## src/rtl/fetch_stage_pkg.sv

```systemverilog
// ---------------------------------------------------------------------------
// proc_pkg: shared processor definitions for the fetch stage.
//   PC_WIDTH / INSN_WIDTH / CNT_WIDTH : default datapath widths
//   RESET_PC                          : PC loaded on reset
//   NOP_INSN                          : bubble instruction for F/D
//   fetch_state_t                     : RUN / STALL / FLUSH
// ---------------------------------------------------------------------------
package proc_pkg;

    localparam int unsigned PC_WIDTH   = 12;
    localparam int unsigned INSN_WIDTH = 32;
    localparam int unsigned CNT_WIDTH  = 16;

    localparam logic [PC_WIDTH-1:0]   RESET_PC = 12'h000;
    localparam logic [INSN_WIDTH-1:0] NOP_INSN = 32'h0000_0000;

    // Explicit encodings keep the values identical to the legacy constants.
    typedef enum logic [1:0] {
        RUN   = 2'd0,
        STALL = 2'd1,
        FLUSH = 2'd2
    } fetch_state_t;

endpackage

```

## src/rtl/fetch_stage_if.sv

```systemverilog
// ---------------------------------------------------------------------------
// fetch_stage_if: instruction-memory bus between fetch and imem.
//   address_imem : word address (current PC), driven by fetch
//   q_imem       : instruction at address_imem, driven by imem
//   master modport -> fetch stage, slave modport -> instruction memory
// ---------------------------------------------------------------------------
interface fetch_stage_if #(
    parameter int unsigned PC_WIDTH   = proc_pkg::PC_WIDTH,
    parameter int unsigned INSN_WIDTH = proc_pkg::INSN_WIDTH
) ();

    logic [PC_WIDTH-1:0]   address_imem;
    logic [INSN_WIDTH-1:0] q_imem;

    modport master (
        output address_imem,
        input  q_imem
    );

    modport slave (
        input  address_imem,
        output q_imem
    );

endinterface

```

## src/rtl/fetch_stage_fd_latch.sv

```systemverilog
// ---------------------------------------------------------------------------
// fd_latch: F/D pipeline register bank (insn, pc, pc_plus1, valid).
//   clock, reset     : clock / async active-high reset
//   i_flush          : load NOP_INSN, clear valid, hold pc fields (wins)
//   i_load           : capture i_insn/i_pc/i_pc_plus1, set valid
//   neither asserted : hold all fields
//   o_*              : registered F/D contents
// ---------------------------------------------------------------------------
module fd_latch #(
    parameter int unsigned            PC_WIDTH   = proc_pkg::PC_WIDTH,
    parameter int unsigned            INSN_WIDTH = proc_pkg::INSN_WIDTH,
    parameter logic [INSN_WIDTH-1:0]  NOP_INSN   = proc_pkg::NOP_INSN
) (
    input  logic                  clock,
    input  logic                  reset,
    input  logic                  i_load,
    input  logic                  i_flush,
    input  logic [INSN_WIDTH-1:0] i_insn,
    input  logic [PC_WIDTH-1:0]   i_pc,
    input  logic [PC_WIDTH-1:0]   i_pc_plus1,
    output logic [INSN_WIDTH-1:0] o_insn,
    output logic [PC_WIDTH-1:0]   o_pc,
    output logic [PC_WIDTH-1:0]   o_pc_plus1,
    output logic                  o_valid
);

    logic [INSN_WIDTH-1:0] r_insn;
    logic [PC_WIDTH-1:0]   r_pc;
    logic [PC_WIDTH-1:0]   r_pc_plus1;
    logic                  r_valid;

    always_ff @(posedge clock or posedge reset) begin
        if (reset) begin
            r_insn     <= NOP_INSN;
            r_pc       <= '0;
            r_pc_plus1 <= PC_WIDTH'(1);
            r_valid    <= 1'b0;
        end else if (i_flush) begin
            // pc fields keep the last real instruction's values
            r_insn     <= NOP_INSN;
            r_valid    <= 1'b0;
        end else if (i_load) begin
            r_insn     <= i_insn;
            r_pc       <= i_pc;
            r_pc_plus1 <= i_pc_plus1;
            r_valid    <= 1'b1;
        end
    end

    assign o_insn     = r_insn;
    assign o_pc       = r_pc;
    assign o_pc_plus1 = r_pc_plus1;
    assign o_valid    = r_valid;

endmodule

```

## src/rtl/fetch_stage.sv

```systemverilog
// ---------------------------------------------------------------------------
// fetch_stage: instruction-fetch stage of the 5-stage pipeline.
//   clock, reset        : clock / async active-high reset
//   stall               : hold PC and F/D this cycle
//   redirect            : branch/jump resolved in MEM, reload PC (beats stall)
//   redirect_target     : new PC when redirect=1
//   imem (master)       : address_imem = PC register, q_imem = fetched insn
//   fd_insn/fd_pc/fd_pc_plus1/fd_valid : F/D pipeline latch
//   stall_count         : saturating count of stall-only cycles
//   redirect_count      : saturating count of redirect cycles
//   fetch_state         : RUN / STALL / FLUSH, for debug visibility
// ---------------------------------------------------------------------------
module fetch_stage
    import proc_pkg::*;
#(
    parameter int unsigned           PC_WIDTH   = proc_pkg::PC_WIDTH,
    parameter int unsigned           INSN_WIDTH = proc_pkg::INSN_WIDTH,
    parameter logic [PC_WIDTH-1:0]   RESET_PC   = proc_pkg::RESET_PC,
    parameter logic [INSN_WIDTH-1:0] NOP_INSN   = proc_pkg::NOP_INSN,
    parameter int unsigned           CNT_WIDTH  = proc_pkg::CNT_WIDTH
) (
    input  logic                  clock,
    input  logic                  reset,
    input  logic                  stall,
    input  logic                  redirect,
    input  logic [PC_WIDTH-1:0]   redirect_target,
    fetch_stage_if.master         imem,
    output logic [INSN_WIDTH-1:0] fd_insn,
    output logic [PC_WIDTH-1:0]   fd_pc,
    output logic [PC_WIDTH-1:0]   fd_pc_plus1,
    output logic                  fd_valid,
    output logic [CNT_WIDTH-1:0]  stall_count,
    output logic [CNT_WIDTH-1:0]  redirect_count,
    output fetch_state_t          fetch_state
);

    logic [PC_WIDTH-1:0]  r_pc;
    logic [PC_WIDTH-1:0]  w_pc_plus1;
    logic                 w_load;
    logic                 w_stall_only;
    logic [CNT_WIDTH-1:0] r_stall_count;
    logic [CNT_WIDTH-1:0] r_redirect_count;
    fetch_state_t         r_state;
    fetch_state_t         w_state_next;

    // Wraps naturally modulo 2^PC_WIDTH.
    assign w_pc_plus1   = r_pc + PC_WIDTH'(1);
    assign w_stall_only = stall && !redirect;
    assign w_load       = !stall && !redirect;

    // PC register drives the imem address directly.
    always_ff @(posedge clock or posedge reset) begin
        if (reset) begin
            r_pc <= RESET_PC;
        end else if (redirect) begin
            r_pc <= redirect_target;
        end else if (!stall) begin
            r_pc <= w_pc_plus1;
        end
    end

    assign imem.address_imem = r_pc;

    always_comb begin
        w_state_next = RUN;
        if (redirect) begin
            w_state_next = FLUSH;
        end else if (stall) begin
            w_state_next = STALL;
        end
    end

    always_ff @(posedge clock or posedge reset) begin
        if (reset) begin
            r_state <= RUN;
        end else begin
            r_state <= w_state_next;
        end
    end

    // Saturating event counters: stop at all-ones.
    always_ff @(posedge clock or posedge reset) begin
        if (reset) begin
            r_stall_count    <= '0;
            r_redirect_count <= '0;
        end else begin
            if (w_stall_only && (r_stall_count != '1)) begin
                r_stall_count <= r_stall_count + CNT_WIDTH'(1);
            end
            if (redirect && (r_redirect_count != '1)) begin
                r_redirect_count <= r_redirect_count + CNT_WIDTH'(1);
            end
        end
    end

    fd_latch #(
        .PC_WIDTH   (PC_WIDTH),
        .INSN_WIDTH (INSN_WIDTH),
        .NOP_INSN   (NOP_INSN)
    ) u_fd_latch (
        .clock      (clock),
        .reset      (reset),
        .i_load     (w_load),
        .i_flush    (redirect),
        .i_insn     (imem.q_imem),
        .i_pc       (r_pc),
        .i_pc_plus1 (w_pc_plus1),
        .o_insn     (fd_insn),
        .o_pc       (fd_pc),
        .o_pc_plus1 (fd_pc_plus1),
        .o_valid    (fd_valid)
    );

    assign stall_count    = r_stall_count;
    assign redirect_count = r_redirect_count;
    assign fetch_state    = r_state;

endmodule
```

## src/flat_wrapper.sv

```systemverilog
// flat-port wrapper written by rule: the top's interface ports become plain ports
module fetch_stage_flat import proc_pkg::*;
#(
    parameter int unsigned           PC_WIDTH   = proc_pkg::PC_WIDTH,
    parameter int unsigned           INSN_WIDTH = proc_pkg::INSN_WIDTH,
    parameter logic [PC_WIDTH-1:0]   RESET_PC   = proc_pkg::RESET_PC,
    parameter logic [INSN_WIDTH-1:0] NOP_INSN   = proc_pkg::NOP_INSN,
    parameter int unsigned           CNT_WIDTH  = proc_pkg::CNT_WIDTH
)
  (clock, reset, stall, redirect, redirect_target, fd_insn, fd_pc, fd_pc_plus1, fd_valid, stall_count, redirect_count, fetch_state, imem_address_imem, imem_q_imem);
  fetch_stage_if #(.PC_WIDTH(PC_WIDTH), .INSN_WIDTH(INSN_WIDTH)) imem_i ();
  input  logic clock;
  input  logic reset;
  input  logic stall;
  input  logic redirect;
  input  logic [PC_WIDTH-1:0] redirect_target;
  output logic [INSN_WIDTH-1:0] fd_insn;
  output logic [PC_WIDTH-1:0] fd_pc;
  output logic [PC_WIDTH-1:0] fd_pc_plus1;
  output logic fd_valid;
  output logic [CNT_WIDTH-1:0] stall_count;
  output logic [CNT_WIDTH-1:0] redirect_count;
  output fetch_state_t fetch_state;
  output wire logic [$bits(imem_i.address_imem)-1:0] imem_address_imem;
  input wire logic [$bits(imem_i.q_imem)-1:0] imem_q_imem;
  assign imem_address_imem = imem_i.address_imem;
  assign imem_i.q_imem = imem_q_imem;
  fetch_stage #(.PC_WIDTH(PC_WIDTH), .INSN_WIDTH(INSN_WIDTH), .RESET_PC(RESET_PC), .NOP_INSN(NOP_INSN), .CNT_WIDTH(CNT_WIDTH)) u_core (.clock(clock), .reset(reset), .stall(stall), .redirect(redirect), .redirect_target(redirect_target), .imem(imem_i), .fd_insn(fd_insn), .fd_pc(fd_pc), .fd_pc_plus1(fd_pc_plus1), .fd_valid(fd_valid), .stall_count(stall_count), .redirect_count(redirect_count), .fetch_state(fetch_state));
endmodule
```

## config.mk

```make
export PLATFORM = sky130hd
export DESIGN_NAME = fetch_stage_flat
export DESIGN_NICKNAME = d
export VERILOG_FILES = /design/src/rtl/fetch_stage_pkg.sv /design/src/rtl/fetch_stage_if.sv /design/src/rtl/fetch_stage_fd_latch.sv /design/src/rtl/fetch_stage.sv /design/src/flat_wrapper.sv
export SDC_FILE = /design/constraint.sdc
export NUM_CORES = 1
export LEC_CHECK = 0
export CAP_MARGIN = 0
export CORE_MARGIN = 4
export CORE_UTILIZATION = 50
export DETAILED_ROUTE_END_ITERATION = 10
export GPL_TIMING_DRIVEN = 0
export PLACE_DENSITY_LB_ADDON = 0.1
export REMOVE_ABC_BUFFERS = 1
export SYNTH_ARGS = -nofsm -noshare
export SYNTH_HDL_FRONTEND = slang
export SYNTH_HIERARCHICAL = 1
export SYNTH_SLANG_ARGS = --single-unit
export TNS_END_PERCENT = 5
```

## constraint.sdc

```tcl
create_clock -name clock -period 3.7 [get_ports clock]
set_input_delay 0.37 -clock clock [delete_from_list [all_inputs] [get_ports clock]]
set_output_delay 0.37 -clock clock [all_outputs]
set_load 0.01 [all_outputs]
```

==> flow_summary.ini, run 1 <==
[detailed_routing]
vias_per_cell = 5.208
drt_iter0_drc = 90
drc = 0
num_vias = 3578
first_pass_iters = 4
wl_per_cell_um = 16.09
ant_nets = 0
drt-total-wl_um = 11050

[finish]
n_antenna_cell = 0
syn2layout_area_growth_pct = 38.77
instances_no_fill = 687
final_common_cell = clkdlybuf4s50_1
fin_util = 0.7148
drive_gt1_frac = 0.1111
layout.nets = 604
final_cell_mix = clkdlybuf4s50_1, dfrtp_1, nor2_1, mux2i_1, nand2_1

[timing]
finalHoldViolCount = 0
finalSetupViolCount = 0
period_needed_ns = 2.721
finClkSkew_ns = 0.01019
drv_slew = 0
max_freq_ghz = 0.3676
rsz0062_at_grt = false
worst_pin_slew_ns = 0.9256
post-route-period-util = 0.7353
relSlewSlack = 0.3816

[cts]
htreeDepth = 3
cts_buffers = 9
cts.clk_slew.worst_paths_ns = 0.10
holdBufCountCts = 0
clockBufferDepth = 2
post-cts-setup-buffer-count = 0
clock_sinks = 103
worstSkewPairLatency_ns = 0.35
root_buffer = clkbuf_8
cts_tree = built
cts_resized = 0

[logic_synthesis]
synthArstFlopShare = 1.000
syn_inst = 405
synth_edf_count = 0
ys_warn_count = 6
ys_seq_area_frac = 0.5418
syn_area_mm2 = 0.004760
synth.avg_cell_area_um2 = 11.75
synth_flop_cell = dfrtp_1
yosysUniqueCellTypes = 40
synth_seq_cells = 103

[power_and_ir_drop]
p_int_w = 0.002138
sw_frac_of_total = 0.3004
power.density_mw_per_mm2 = 462.7
leakagePower_nw = 2.887
combPwrFrac = 0.289
switching_power_w = 0.0009180
p_clk_frac = 0.228
pwr-share-seq = 0.482
ir_drop_v = 0.0003574

[critical_path]
crit_type = input port to register
r2r-end = u_core/u_fd_latch/o_pc_plus1[10]
critical_path_arrival_ns = 2.96
r2r_cells = 5
crit_buf_inv = 1
critPathRequiredTime_ns = 3.94
path_cells = clkdlybuf4s50_1 > nor2_4 > nor2b_4 > mux2_2
cp-start-kind = input port
slowest_stage = nor2b_4
end_kind = register
rr_startpoint = u_core/imem.address_imem[0]
cpLargestDelayFamily = simple AND/OR/NAND/NOR gates
crit_fanout = 24
cp_num_cells = 4
cpPeakStageDelay_ns = 0.87
ff2ff_setup_slack_ns = 1.76

[floorplanning]
fp.dieH_um = 105.6
start_util = 0.5151
io_pins = 151
dieArea_mm2 = 0.01114
coreArea_mm2 = 0.009240
die_w_um = 105.6
rows = 35

[grt]
grt_pass1_vias = 3624
overflow = 0
grt_first_pass_wirelength_um = 18330
grt_max_degree = 37
antenna_found_initial = 0
track_usage = 0.2024

[placed_design]
gp_congestion = 0.8323
io_buffers = 150
dp_hpwl_um = 8141
dp.cells = 671

[job]
cap_violations = 0

[run_status]
status = completed

[hold_path]
hold_class = input port to asynchronous set/reset pin
## sequential cells by signal, indices dropped and copies added, names as in the netlist
name and cells:
u_core/u_fd_latch/o_pc_plus1 12, u_core/stall_count 16, u_core/u_fd_latch/o_insn 32, u_core/imem.address_imem 12
u_core/redirect_count 16, u_core/u_fd_latch/o_valid 1, u_core/fetch_state 2, u_core/u_fd_latch/o_pc 12
## how the worst max path moves through the flow
| stage | startpoint | endpoint |
|---|---|---|
| after CTS | stall | u_core/u_fd_latch/o_pc[7] |
| after global routing | stall | u_core/u_fd_latch/o_pc[5] |
| after floorplan | redirect | u_core/u_fd_latch/o_pc[5] |
| after global placement | redirect | u_core/u_fd_latch/o_pc[7] |
| after detailed placement | stall | u_core/u_fd_latch/o_pc[7] |
| final | stall | u_core/u_fd_latch/o_pc[5] |
## final cells by class
cell class                      instances  area (µm²)
Clock buffer                           12       165.2
Clock inverter                          4       35.03
Fill cell                             709        2635
Inverter                                9       33.78
Multi-Input combinational cell        276        2054
Sequential cell                       103        2579
Tap cell                              129       161.4
Timing Repair Buffer                  154        1577
## cell usage after synthesis (2+ instances only)
library cell  instances  area [µm²]
and4_1                3       26.28
nand3_1              14       70.07
a31oi_1               3       18.77
nand2_1              28       105.1
o21ai_0              13       65.06
nor2_1               48       180.2
nand4_1              12       75.07
mux2i_1              33       330.3
a21oi_1               3       15.01
ha_1                  3       37.54
mux2_2                8       90.09
inv_1                 9       33.78
mux2_4               21       315.3
buf_1                 2       7.510
nor3_1               14       70.07
dfrtp_1             102        2552
a211oi_1              5       37.54
clkbuf_1              6       22.52
buf_2                 5       25.02
xnor2_1              18       157.7
nor4_1                6       37.54
and3_1                2       12.51
xor2_1               27       236.5
buf_6                 4       45.04
## routing by layer
layer  wire, µm  GRT usage  part of all wire
met1       4808     0.2627              0.44
met2       5350     0.3329              0.48
met3        572    0.04103             0.052
met4        321    0.08233             0.029
met5          0          0                 0
## kinds of logic (layout without fill, tap and decap cells)
logic type                 Yosys count  in the layout  share of synthesized area
muxes                               62             62                     0.1546
AOI/OAI and AO/OA                   29             29                    0.03812
DFF                                103            103                     0.5418
buffers and inverters               26            179                    0.02813
adders and majority gates            3              3                   0.007887
and+or+nand+nor                    137            137                     0.1467
xor gates and xnor gates            45             45                    0.08281
## through the flow
step           hold WS (ns)  worst slack (ns)  total power [W]  cell area, µm²  setup TNS [ns]
3_3_place_gp         0.4754            -3.306         0.002361            6322         -153.74
2_1_floorplan        0.4014          -0.09772         0.001874            4659          -1.213
5_1_grt              0.4053            0.7994         0.003224            6605               0
3_5_place_dp         0.4944            0.5670         0.002384            6405               0
6_report             0.3850            0.9794         0.003056            6605               0
4_1_cts              0.3868            0.9592         0.003098            6605               0
## power groups by stage
stage                     Combinational [W]  Sequential, W  Clock (W)
after floorplan                    0.000327        0.00155          0
after global placement             0.000875        0.00149          0
after detailed placement           0.000891        0.00149          0
after CTS                          0.000897        0.00147   0.000727
after global routing               0.000951        0.00151   0.000766
final                              0.000885        0.00147   0.000698
(Power assumes the default switching activity.)
==> run 2: changes to the inputs <==
--- a/config.mk
+++ b/config.mk
@@ -7,7 +7,7 @@
 export LEC_CHECK = 0
 export CAP_MARGIN = 0
 export CORE_MARGIN = 4
-export CORE_UTILIZATION = 50
+export CORE_UTILIZATION = 47
 export DETAILED_ROUTE_END_ITERATION = 10
 export GPL_TIMING_DRIVEN = 0
 export PLACE_DENSITY_LB_ADDON = 0.1
==> constraint.sdc (replaced) <==
create_clock -name clock -period 2.56 [get_ports clock]
set_input_delay 0.256 -clock clock [delete_from_list [all_inputs] [get_ports clock]]
set_output_delay 0.256 -clock clock [all_outputs]
set_load 0.01 [all_outputs]
==> flow_summary.ini, run 2 (synthesis results as in run 1) <==
[run_status]
status = completed

[placed_design]
dpl_cell_area_mm2 = 0.006410
dp.cells = 675
gp_congestion = 0.8152
dp_hpwl_um = 8446
io_buffers = 150
pre_cts_ws_ns = -0.3695

[timing]
drv_slew = 0
relSlewSlack = 0.3637
worst_pin_slew_ns = 0.9502
setup_tns_ns = 0
post-route-period-util = 0.9700
finClkSkew_ns = 0.01413
max_freq_ghz = 0.4027
period_needed_ns = 2.483
timing.final.ws_setup_ns = 0.07678
finalHoldViolCount = 0
rsz0062_at_grt = false
finalSetupViolCount = 0

[critical_path]
end_kind = register
r2r-end = u_core/u_fd_latch/o_pc_plus1[10]
cp-start-kind = input port
ff2ff_setup_slack_ns = 0.65
critPathRequiredTime_ns = 2.79
crit_type = input port to register
critical_path_arrival_ns = 2.72
crit_fanout = 12
rr_startpoint = u_core/imem.address_imem[0]
r2r_cells = 5

[finish]
fin_area_mm2 = 0.006591
syn2layout_area_growth_pct = 38.49
drive_gt1_frac = 0.1109
largest_reg_flops = 32
layout.nets = 605
n_antenna_cell = 0
final_common_cell = clkdlybuf4s50_1
final_cell_mix = clkdlybuf4s50_1, dfrtp_1, nor2_1, mux2i_1, nand2_1
instances_no_fill = 692

[detailed_routing]
vias_per_cell = 5.198
num_vias = 3597
first_pass_iters = 4
wl_per_cell_um = 16.81
drt-total-wl_um = 11630
ant_nets = 0
drc = 0
drt_iter0_drc = 146

[power_and_ir_drop]
combPwrFrac = 0.297
p_int_w = 0.003007
leakagePower_nw = 2.870
pwr-share-seq = 0.491
p_clk_frac = 0.212
ir_drop_v = 0.0006065
power.density_mw_per_mm2 = 659.7
sw_frac_of_total = 0.3084
total_power_w = 0.004348
switching_power_w = 0.001341

[cts]
cts_buffers = 9
clock_sinks = 103
post-cts-setup-buffer-count = 0
cts.clk_slew.worst_paths_ns = 0.10
worstSkewPairLatency_ns = 0.35
holdBufCountCts = 0
clockBufferDepth = 2
cts_resized = 0
root_buffer = clkbuf_8
cts_tree = built
htreeDepth = 3

[grt]
overflow = 0
grt_pass1_vias = 3708
track_usage = 0.2044
grt_first_pass_wirelength_um = 19010
grt_max_degree = 38
antenna_found_initial = 0

[floorplanning]
start_util = 0.4847
fp.dieH_um = 108.6
rows = 36
dieArea_mm2 = 0.01180
io_pins = 151
die_w_um = 108.6
coreArea_mm2 = 0.009819

[job]
cap_violations = 0

[hold_path]
hold_class = input port to asynchronous set/reset pin
run 2: cell types whose count changed in the layout (fill, tap and decap cells not counted), sizes merged:
cell and change:
clkbuf -2, clkinv +1, clkinvlp +2, inv -1
nor2b +1
run 2: through the flow:
stage / hold WS (ns) / util
global route: 0.2376 / 0.6713
floorplan: 0.2874 / -
finish: 0.2170 / 0.6713
detailed placement: 0.4887 / 0.6528
global placement: 0.4772 / 0.6444
CTS: 0.2068 / 0.6704
run 2: power groups by stage:
stage	sequential, W	clock, W	combinational [W]
detailed placement	0.00216	0	0.00131
floorplan	0.00224	0	0.000473
finish	0.00214	0.000920	0.00129
global placement	0.00215	0	0.00127
global route	0.00218	0.00104	0.00140
CTS	0.00213	0.000964	0.00131
run 2: metal layers:
metal  share of wire  vias up  global-route usage
met1            0.42     1766              0.2611
li1                -     1691                   -
met4           0.022        0             0.07394
met5               0        -                   0
met2            0.49      124              0.3425
met3           0.068       16             0.04559
run 2: area by class of cell:
type                    instances  area (µm²)
flip-flops and latches        103        2579
repair buffers                154        1577
clock buffers                  10       127.6
well taps                     133       166.4
fillers                       810        3228
multi-input cells             277        2063
inverters                       9       33.78
clock inverters                 6       45.04
run 2: critical path, cell delays in order:
cell and delay, ns:
clkdlybuf4s50_1 0.72, nor2_4 0.52, nor2b_2 0.86, mux2_4 0.35
run 2: how the worst max path moves through the flow:
stage	start	endpoint	depth (start not counted)
after global routing	stall	u_core/u_fd_latch/o_pc[1]	4
after global placement	redirect	u_core/u_fd_latch/o_pc[7]	4
final	stall	u_core/u_fd_latch/o_pc_plus1[1]	4
after floorplan	redirect	u_core/u_fd_latch/o_pc[5]	3
after detailed placement	stall	u_core/u_fd_latch/o_pc[7]	4
after CTS	stall	u_core/u_fd_latch/o_pc[5]	4
==> run 3: changes to the inputs <==
--- a/config.mk
+++ b/config.mk
@@ -7,7 +7,7 @@
 export LEC_CHECK = 0
 export CAP_MARGIN = 0
 export CORE_MARGIN = 4
-export CORE_UTILIZATION = 47
+export CORE_UTILIZATION = 42
 export DETAILED_ROUTE_END_ITERATION = 10
 export GPL_TIMING_DRIVEN = 0
 export PLACE_DENSITY_LB_ADDON = 0.1
==> constraint.sdc (replaced) <==
create_clock -name clock -period 2 [get_ports clock]
set_input_delay 0.2 -clock clock [delete_from_list [all_inputs] [get_ports clock]]
set_output_delay 0.2 -clock clock [all_outputs]
set_load 0.01 [all_outputs]
==> flow_summary.ini, run 3 (synthesis results as in run 1) <==
[run_status]
status = completed

[floorplanning]
fp.dieH_um = 114.5
start_util = 0.4334
dieArea_mm2 = 0.01310
rows = 38
coreArea_mm2 = 0.01098
io_pins = 151
die_w_um = 114.5

[placed_design]
io_buffers = 150
dp_hpwl_um = 8301
dp.cells = 682
gp_congestion = 0.7833
pre_cts_ws_ns = -1.131

[detailed_routing]
num_vias = 3561
first_pass_iters = 4
drc = 0
vias_per_cell = 5.080
ant_nets = 0
drt-total-wl_um = 11610
drt_iter0_drc = 131
wl_per_cell_um = 16.55

[timing]
finalSetupViolCount = 0
finalHoldViolCount = 0
finClkSkew_ns = 0.006036
period_needed_ns = 1.907
relSlewSlack = 0.5871
rsz0062_at_grt = true
timing.final.ws_setup_ns = 0.09276
drv_slew = 0
holdWs_ns = 0.2046
worst_pin_slew_ns = 0.6184
max_freq_ghz = 0.5243
post-route-period-util = 0.9536

[finish]
layout.nets = 607
final_cell_mix = clkdlybuf4s50_1, dfrtp_1, nor2_1, mux2i_1, nand2_1
n_antenna_cell = 0
syn2layout_area_growth_pct = 41.61
instances_no_fill = 701
fin_util = 0.6137
drive_gt1_frac = 0.1159
final_common_cell = clkdlybuf4s50_1
fill_cells = 916
largest_reg_flops = 32

[cts]
htreeDepth = 3
cts_tree = built
holdBufCountCts = 0
cts.clk_slew.worst_paths_ns = 0.07
worstSkewPairLatency_ns = 0.34
clock_sinks = 103
root_buffer = clkbuf_16
cts_buffers = 9
clockBufferDepth = 2

[critical_path]
cpPeakStageDelay_ns = 0.49
rr_startpoint = u_core/stall_count[0]
critical_path_arrival_ns = 2.13
slowest_stage = nor4_4
cp-start-kind = register
r2r-end = u_core/stall_count[1]
path_cells = ha_1 > nand3_1 > nor4_4 > nor2_2 > mux2_4
critPathRequiredTime_ns = 2.23
crit_fanout = 6
crit_type = register to register
end_kind = register
cpLargestDelayFamily = simple AND/OR/NAND/NOR gates
ff2ff_setup_slack_ns = 0.09
crit_buf_inv = 0
r2r_cells = 5

[power_and_ir_drop]
ir_drop_v = 0.0006583
leakagePower_nw = 2.953
total_power_w = 0.006029
power.density_mw_per_mm2 = 894.5

[hold_path]
worstHoldPathCells = 1
hold_end = u_core/fetch_state[1]
hold_class = input port to register
hp-start = redirect

[grt]
track_usage = 0.1816
grt_pass1_vias = 3626
overflow = 0
grt_max_degree = 54
grt_first_pass_wirelength_um = 18840
antenna_found_initial = 0

[job]
cap_violations = 0
## run 3: changes by cell type in the layout (fill, tap and decap cells not counted), moves of 2 or more
cell and change:
buf_4 +2, clkinvlp_4 -2, clkbuf_8 -7, clkbuf_16 +9, clkinv_2 +2
## run 3: repair_timing
action | CTS | global route
gates resized for setup | 1 | 2
pin swaps | 1 | 0
endpoints found under the setup margin | 24 | 3
gates cloned | 1 | 0
setup buffers | 2 | 0
## run 3: worst max path at each step
stage	start	endpoint	slack (ns)	cells past startpoint
floorplan	redirect	u_core/u_fd_latch/o_pc[5]	-1.63	3
global placement	redirect	u_core/u_fd_latch/o_pc[5]	-4.97	4
detailed placement	stall	u_core/u_fd_latch/o_pc[6]	-1.13	4
CTS	u_core/imem.address_imem[0]	u_core/u_fd_latch/o_pc_plus1[10]	0.07	5
global route	u_core/stall_count[0]	u_core/stall_count[1]	-0.04	5
finish	u_core/stall_count[0]	u_core/stall_count[1]	0.09	5
## run 3: stage by stage
stage | TNS [ns] | area [µm²]
6_report | 0 | 6740
5_1_grt | -0.03610 | 6740
2_1_floorplan | -59.81 | 4659
3_5_place_dp | -33.40 | 6426
3_3_place_gp | -364.33 | 6336
4_1_cts | 0 | 6731
## run 3: per-layer routing
metal / wire (µm) / share of wire / GRT usage
met5: 0 / 0 / 0
met3: 610 / 0.053 / 0.03700
met4: 227 / 0.020 / 0.07363
met1: 5308 / 0.46 / 0.2492
met2: 5460 / 0.47 / 0.2821
## run 3: final cells by class
| class | count | area [µm²] | area share |
|---|---|---|---|
| Multi-Input combinational cell | 277 | 2074 | 0.3078 |
| Inverter | 9 | 33.78 | 0.005012 |
| Clock buffer | 12 | 256.5 | 0.03805 |
| Sequential cell | 103 | 2579 | 0.3826 |
| Tap cell | 140 | 175.2 | 0.02599 |
| Clock inverter | 4 | 20.02 | 0.002970 |
| Timing Repair Buffer | 156 | 1602 | 0.2376 |
## run 3: power breakdown
part	switching (W)	internal, W	total (W)
combinational	0.000658	0.000993	0.00165
clock	0.000738	0.000904	0.00164
sequential	0.000335	0.00240	0.00274
total	0.00173	0.00430	0.00603
